<file path="src/rtl/uart_pkg.sv">
// rtl/uart_pkg.sv - shared constants, state encoding and frame types for the UART command decoder
package uart_pkg;

   localparam logic [7:0] SYNC_BYTE_DEF = 8'hA5;
   localparam int         ERR_CNT_W     = 8;

   localparam logic [1:0] ST_HUNT = 2'd0;
   localparam logic [1:0] ST_ADDR = 2'd1;
   localparam logic [1:0] ST_DATA = 2'd2;
   localparam logic [1:0] ST_CHK  = 2'd3;

   typedef struct packed {
      logic [7:0] addr;
      logic [7:0] data;
   } frame_t;

   // The sync byte seeds the checksum, so a frame XORs to zero over all four bytes
   function automatic logic [7:0] frame_chk(input logic [7:0] seed,
                                            input logic [7:0] addr,
                                            input logic [7:0] data);
      return seed ^ addr ^ data;
   endfunction

endpackage

</file>
<file path="src/rtl/uart_frame_timer.sv">
// rtl/uart_frame_timer.sv - inter-byte timeout counter clocked by the baud oversample tick
module uart_frame_timer #(
   parameter int TIMEOUT_TICKS = 320,
   parameter int TMR_W         = 9
) (
   input  logic clk,
   input  logic rst_n,
   input  logic clear,
   input  logic enable,
   input  logic baud_tick,
   output logic expired
);

   localparam logic [TMR_W-1:0] LAST = TMR_W'(TIMEOUT_TICKS - 1);

   logic [TMR_W-1:0] cnt;

   assign expired = enable && baud_tick && (cnt == LAST);

   always_ff @(posedge clk or negedge rst_n) begin
      if (!rst_n) begin
         cnt <= '0;
      end else if (clear || expired) begin
         cnt <= '0;
      end else if (enable && baud_tick) begin
         cnt <= cnt + 1'b1;
      end
   end

endmodule

</file>
<file path="src/rtl/uart_cmd_decoder.sv">
// rtl/uart_cmd_decoder.sv - extracts SYNC/ADDR/DATA/CHK frames into register-write commands
module uart_cmd_decoder
   import uart_pkg::*;
#(
   parameter logic [7:0] SYNC_BYTE     = SYNC_BYTE_DEF,
   parameter int         TIMEOUT_TICKS = 320,
   parameter int         TMR_W         = 9
) (
   input  logic                 clk,
   input  logic                 rst_n,
   input  logic                 baud_tick,
   input  logic [7:0]           rx_data,
   input  logic                 rx_valid,
   output logic [7:0]           cmd_addr,
   output logic [7:0]           cmd_data,
   output logic                 cmd_valid,
   input  logic                 cmd_ready,
   output logic                 frame_err,
   output logic [ERR_CNT_W-1:0] err_count
);

   logic [1:0] state;
   frame_t     frame_q;
   logic       expired;
   logic       timeout;
   logic       chk_strobe;
   logic       chk_good;
   logic       load_cmd;
   logic       overrun;
   logic       bad_chk;
   logic       err_evt;

   uart_frame_timer #(
      .TIMEOUT_TICKS(TIMEOUT_TICKS),
      .TMR_W        (TMR_W)
   ) u_timer (
      .clk      (clk),
      .rst_n    (rst_n),
      .clear    (rx_valid || (state == ST_HUNT)),
      .enable   (state != ST_HUNT),
      .baud_tick(baud_tick),
      .expired  (expired)
   );

   // A byte arriving on the expiring tick takes precedence over the timeout
   assign timeout    = expired && !rx_valid;
   assign chk_strobe = rx_valid && (state == ST_CHK);
   assign chk_good   = (rx_data == frame_chk(SYNC_BYTE, frame_q.addr, frame_q.data));
   assign load_cmd   = chk_strobe && chk_good && (!cmd_valid || cmd_ready);
   assign overrun    = chk_strobe && chk_good && cmd_valid && !cmd_ready;
   assign bad_chk    = chk_strobe && !chk_good;
   assign err_evt    = bad_chk || overrun || timeout;

   always_ff @(posedge clk or negedge rst_n) begin
      if (!rst_n) begin
         state   <= ST_HUNT;
         frame_q <= '0;
      end else if (rx_valid) begin
         case (state)
            ST_HUNT: if (rx_data == SYNC_BYTE) state <= ST_ADDR;
            ST_ADDR: begin
               frame_q.addr <= rx_data;
               state        <= ST_DATA;
            end
            ST_DATA: begin
               frame_q.data <= rx_data;
               state        <= ST_CHK;
            end
            default: state <= ST_HUNT;
         endcase
      end else if (timeout) begin
         state <= ST_HUNT;
      end
   end

   always_ff @(posedge clk or negedge rst_n) begin
      if (!rst_n) begin
         cmd_addr  <= '0;
         cmd_data  <= '0;
         cmd_valid <= 1'b0;
      end else if (load_cmd) begin
         cmd_addr  <= frame_q.addr;
         cmd_data  <= frame_q.data;
         cmd_valid <= 1'b1;
      end else if (cmd_valid && cmd_ready) begin
         cmd_valid <= 1'b0;
      end
   end

   always_ff @(posedge clk or negedge rst_n) begin
      if (!rst_n) begin
         frame_err <= 1'b0;
         err_count <= '0;
      end else begin
         frame_err <= err_evt;
         if (err_evt && (err_count != {ERR_CNT_W{1'b1}})) begin
            err_count <= err_count + 1'b1;
         end
      end
   end

endmodule
</file>
<file path="config.mk">
export PLATFORM = sky130hd
export DESIGN_NAME = uart_cmd_decoder
export DESIGN_NICKNAME = d
export VERILOG_FILES = /design/src/rtl/uart_pkg.sv /design/src/rtl/uart_frame_timer.sv /design/src/rtl/uart_cmd_decoder.sv
export SDC_FILE = /design/constraint.sdc
export NUM_CORES = 1
export LEC_CHECK = 0
export ABC_CLOCK_PERIOD_IN_PS = 1800
export CAP_MARGIN = 20
export CORE_MARGIN = 3
export CORE_UTILIZATION = 48
export CTS_CLUSTER_DIAMETER = 200
export DETAILED_ROUTE_END_ITERATION = 16
export PLACE_DENSITY = 0.77
export SLEW_MARGIN = 25
export SYNTH_ARGS = -nofsm -noshare
export SYNTH_HDL_FRONTEND = slang
export SYNTH_SLANG_ARGS = --single-unit
</file>
<file path="constraint.sdc">
create_clock -name clk -period 1.8 [get_ports clk]
set_input_delay 0.18 -clock clk [delete_from_list [all_inputs] [get_ports clk]]
set_output_delay 0.18 -clock clk [all_outputs]
set_load 0.005 [all_outputs]
</file>
Word level (Yosys, flattened, before mapping)
Cells that the tools add are included.
W data, S select, Z words.
{"block": "totals", "ff_bits": 53, "latchBits": 0, "ram_bits": 0, "mem_bits_ro": 0, "inputBits": 13, "output_inout_bits": 26, "wordCells": 57, "n_memories": 0}
{"block": "op_classes", "add_sub_neg": 2, "multipliers": 0, "div_mod_pow": 0, "n_lt_le_gt_ge": 0, "n_eq_ne": 8, "shifts": 0, "mux": 8, "bitwise_logic": 2, "reduce_logical": 28}
{"operator": "$mux W9", "n": 2}
{"operator": "$logic_and A1 B1 Y1", "n": 11}
{"operator": "$add A9 B1 Y9 const B", "n": 1}
{"operator": "$eq A9 B9 Y1 const B", "n": 1}
{"operator": "$add A8 B1 Y8 const B", "n": 1}
{"operator": "$eq A8 B8 Y1", "n": 1}
{"operator": "$eq A8 B8 Y1 const B", "n": 1}
{"operator": "$ne A8 B8 Y1 const B", "n": 1}
{"operator": "$reduce_bool A2 Y1", "n": 4}
{"operator": "$xor A8 B8 Y8", "n": 1}
{"operator": "$mux W2", "n": 3}
{"operator": "$pmux W2 S3", "n": 1}
{"operator": "$reduce_and A2 Y1", "n": 3}
{"operator": "$logic_or A1 B1 Y1", "n": 5}
{"operator": "$eq A2 B2 Y1 const B", "n": 2}
{"operator": "$logic_not A1 Y1", "n": 4}
{"operator": "$not A4 Y4", "n": 1}
{"operator": "$ne A3 B2 Y1 const B", "n": 1}
{"operator": "$eq A2 B1 Y1 const B", "n": 1}
{"operator": "$logic_not A2 Y1", "n": 1}
{"operator": "$mux W1", "n": 2}

Logic depth before layout (Yosys ltp)
Gate-level depths: netlist of run 1.
{"block": "logic_depth", "ltp_word": 9, "ltp_mapped": 7, "mapped_depth_nobuf": 6}

By module
From an unflattened synthesis of run 1, not the netlist that was laid out.
{"block": "hier_totals", "hier_cells": 194, "hier_area_um2": 2610.0}
{"module": "uart_cmd_decoder", "instances": 1, "cells_each": 145, "area_per_inst_um2": 2149.6, "seq_area_each_um2": 1101.1}
{"module": "uart_frame_timer", "instances": 1, "cells_each": 49, "area_per_inst_um2": 460.4, "seq_area_each_um2": 225.2}

Least setup slack after synthesis of run 1
OpenSTA, ideal clock, no wires.
{"block": "synth_path", "path_type": "reg2reg", "start": "register frame_q[4] (netlist bit)", "end": "register cmd_addr[0]", "setup_time_ps": 125, "arrival_ps": 1870, "required_ps": 1675, "path_slack_ps": -195, "path_stages_with_launch": 7, "n_path_buf": 1, "period_less_slack_ps": 1995, "cell_sequence": "dfrtp_1 xor3_1 nor4_4 nand3_2 nor2_8 buf_12 mux2_4"}
{"block": "synth_via", "elab_chain_cells": 4}
{"item": "start, declared", "line": "uart_cmd_decoder.sv:23", "text": "frame_t frame_q;"}
{"item": "$xor A8 B8 Y8", "line": "uart_pkg.sv:21", "text": "return seed ^ addr ^ data;"}
{"item": "$eq A8 B8 Y1", "line": "uart_cmd_decoder.sv:48", "text": "assign chk_good = (rx_data == frame_chk(SYNC_BYTE, frame_q.addr, frame_q.data));"}
{"item": "$logic_and A1 B1 Y1 (2 in a row)", "line": "uart_cmd_decoder.sv:49", "text": "assign load_cmd = chk_strobe && chk_good && (!cmd_valid || cmd_ready);"}
{"item": "end signal, assigned", "line": "uart_cmd_decoder.sv:82", "text": "cmd_addr <= frame_q.addr;"}
{"item": "end, declared", "line": "uart_cmd_decoder.sv:14", "text": "output logic [7:0] cmd_addr,"}
No other way between the ends.
A chain may end at the register's enable or synchronous reset.

Worst setup path in the final report of run 1
{"block": "layout_path", "start": "register frame_q[12] (netlist bit)", "end": "register cmd_addr[7]"}
Same word-level chain as after synthesis.

==> results.txt, run 1 <==
Hold_ws - 0.381 ns
I/O pin cnt - 39
Top post-synthesis cells by area - dfrtp_1, mux2_2, mux2_4
End of the worst register-to-register path - cmd_addr[7]
Min-delay worst type - in -> async
Ys Warns - 0
Sink Count - 53
CP Cell Sequence - xor3_1 -> nor4_4 -> nand3_2 -> nor2_8 -> buf_12 -> mux2_4
Area leader, netlist - dfrtp_1
Syn Area/Cell - 13.8 µm²
Setup TNS - -6.22 ns
DIE HEIGHT - 79.4 µm
DP HPWL - 3640 µm
Critical Path Source - frame_q[12]
Root Driver - clkbuf_8
Layout Cells excl Fill - 342
Setup ws final - -0.314 ns
Total CTS buffers - 5
Clock-pin slew on the worst setup and hold paths - 0.09 ns
Count of state elements after synthesis - 53
Final period utilization - 117%
Compound-Gate Fraction of Synth Area - 4.11%
Post-synth ARST share - 100%
Max frequency - 0.473 GHz
Antenna violations before repair - 0
Post-synthesis cell area - 2590 µm²
Worst slew pin tran - 0.535 ns
Fillcell total - 360
Worst R2R Setup Slack - -0.31 ns
Global Route Usage Sum - 17.6%
Total wire length - 5060 µm
Cell type of the slowest stage on the worst timing path - dfrtp_1
Post-synth EDFFs - 0
Simple-gate share of the synthesized area - 11.9%
Nature of the critical path endpoint - flop
H-tree Lvls - 2
Most common cell after layout, fill and taps aside - dfrtp_1
Seq/Total Area, Yosys - 51.3%
Avg Vias per Cell - 5.07
Net count after synthesis - 206
Die area - 6310 µm²
Status - finished, violations left
Layout cells sized above 1 - 35.3%
Crit path launch type - flop
Buffers on Ports - 38
Placer congestion estimate - 0.747
Later-pin clock latency in the skew report - 0.30 ns
Cell Rows - 26
Post-DRT Antenna Nets - 0
Iteration-0 DRC Markers - 85
Xor and xnor area share after synthesis - 10.9%
Mux cell area share after synthesis - 17.4%
GRT overflow - 0
Final Hold Vio Count - 0
PD cells - 1280 nW/µm²
Minimum clock period - 2.11 ns
Synth-to-Final Area Change - 36.1%
Vias - 1734
Drt first pass iters - 4
Max_cap viols - 0
Final #Nets - 290
Adder-Cell Fraction of Synth Area - 2.90%
Number of global-route vias before repair - 1782
Slowest stage delay, CP - 0.40 ns
Leak Pwr - 1.66 nW
Max_slew headroom - 64.3%
Die Wd - 79.4 µm
Gate Count Post-Synth - 187
Slew Limit Fails - 0
Failing checks - setup timing
Largest net degree at the start of global routing - 32
TritonCTS clock tree - built
DR WL/cell - 14.8 µm
Final setup viols - 26
Worst EP arrival - 2.31 ns
RSZ-0062 raised after global routing - true
Reg2Reg Depth - 6
Number of remaining DRC errors - 0
Largest family of logic cells by synthesized area - multiplexers
Critical R2R Launch - frame_q[12]
Ys flop type - dfrtp_1
Most frequent cells in the layout - dfrtp_1, buf_4, clkdlybuf4s50_1
Initial core utilization - 50.0%
Inst Count DP - 332
Clock buffer depth - 2
Antenna fix cells - 0
Core Area - 5170 µm²
Distinct cells, synth - 41
Clock skew - 0.00675 ns
Worst path required time - 1.99 ns
Critical setup path kind - reg -> reg
Max Fanout on Critical Path - 11
First-pass GRT wire length - 8680 µm
Final core occ - 68.1%
VDD IR-drop max - 0.000608 V
Top cell type's share of synthesized area - 51.3%
-- final cells by class --
class | count | area [µm²] | area share, %
inverter | 3 | 11.3 | 0.320
multi-input combinational | 128 | 1280 | 36.2
timing repair buffer | 80 | 724 | 20.6
sequential | 53 | 1330 | 37.7
clock inverter | 2 | 13.8 | 0.391
clock buffer | 6 | 82.6 | 2.34
tap | 70 | 87.6 | 2.49
-- repair_timing --
action                     in CTS  in global routing
pin swaps                       1                  4
buffers inserted                0                  1
resized for setup               8                  9
hold endpoints to repair       22                  0
cloned                          0                  0
setup endpoints to repair      26                 27
hold buffers                    1                  0
-- cells by family (layout without fill, tap and decap cells) --
logic type | after synthesis | after routing
flip-flops | 53 | 53
AND/OR/NAND/NOR | 51 | 51
multiplexers | 37 | 37
XOR/XNOR | 19 | 19
AO/OA/AOI/OAI | 15 | 15
adder cells (fa/ha/maj) | 6 | 6
buffers and inverters | 6 | 91
-- cell usage after synthesis (4+ instances only) --
cell / number
xor3_1: 4
dfrtp_1: 53
and3_1: 4
xnor2_1: 8
nand2_1: 11
mux2_2: 23
mux2_4: 9
ha_1: 6
nor2_1: 12
mux2_1: 4
o21ai_0: 4
xnor3_1: 4
-- stage by stage --
| step | power (mW) | instance area [µm²] | worst slack [ns] |
|---|---|---|---|
| 2_1_floorplan | 2.87 | 2590 | -0.185 |
| 3_3_place_gp | 3.69 | 3350 | -0.574 |
| 3_5_place_dp | 3.75 | 3350 | -0.621 |
| 4_1_cts | 4.48 | 3480 | -0.293 |
| 5_1_grt | 4.80 | 3520 | -0.407 |
| 6_report | 4.50 | 3520 | -0.314 |
-- metal layers --
layer	GRT usage (%)	part of all wire [%]	vias up
li1	-	-	834
met1	25.3	48	868
met2	27.9	48	30
met3	3.27	3.1	2
met4	4.12	0.59	0
met5	0	0	-
-- worst max path at each step --
stage / to / slack, ns / cells past startpoint
finish: cmd_addr[7] / -0.31 / 6
global route: cmd_addr[7] / -0.41 / 6
CTS: err_count[6] / -0.29 / 5
detailed placement: cmd_data[2] / -0.62 / 7
global placement: cmd_data[4] / -0.57 / 7
floorplan: cmd_addr[0] / -0.19 / 6
-- report_power, final --
| part | leakage (nW) | switching, mW | internal [mW] | total, mW |
|---|---|---|---|---|
| Combinational | 0.914 | 0.718 | 1.32 | 2.04 |
| Clock | 0.0512 | 0.385 | 0.312 | 0.697 |
| Sequential | 0.693 | 0.244 | 1.52 | 1.76 |
| Total | 1.66 | 1.35 | 3.15 | 4.50 |
-- sequential cells by signal (all words and copies together) (netlist names) --
name	cells
frame_q	16
u_timer.cnt	9
cmd_addr	8
cmd_data	8
err_count	8
state	2
cmd_valid	1
frame_err	1
-- critical path, delay by kind of cell (launching register included) --
kind	cells	cell delay, ns
AND/OR/NAND/NOR	3	0.72
flip-flops	1	0.40
XOR/XNOR	1	0.40
multiplexers	1	0.31
buffers and inverters	1	0.17
(Power assumes the default switching activity.)
==> run 2: changes to the inputs <==
--- a/config.mk
+++ b/config.mk
@@ -6,13 +6,12 @@
 export NUM_CORES = 1
 export LEC_CHECK = 0
 export ABC_CLOCK_PERIOD_IN_PS = 1800
-export CAP_MARGIN = 20
+export CAP_MARGIN = 15
 export CORE_MARGIN = 3
 export CORE_UTILIZATION = 48
 export CTS_CLUSTER_DIAMETER = 200
 export DETAILED_ROUTE_END_ITERATION = 16
 export PLACE_DENSITY = 0.77
-export SLEW_MARGIN = 25
 export SYNTH_ARGS = -nofsm -noshare
 export SYNTH_HDL_FRONTEND = slang
 export SYNTH_SLANG_ARGS = --single-unit
==> results of run 2 <==
The final DEF is identical to that of run 1; final timing and power are the same.
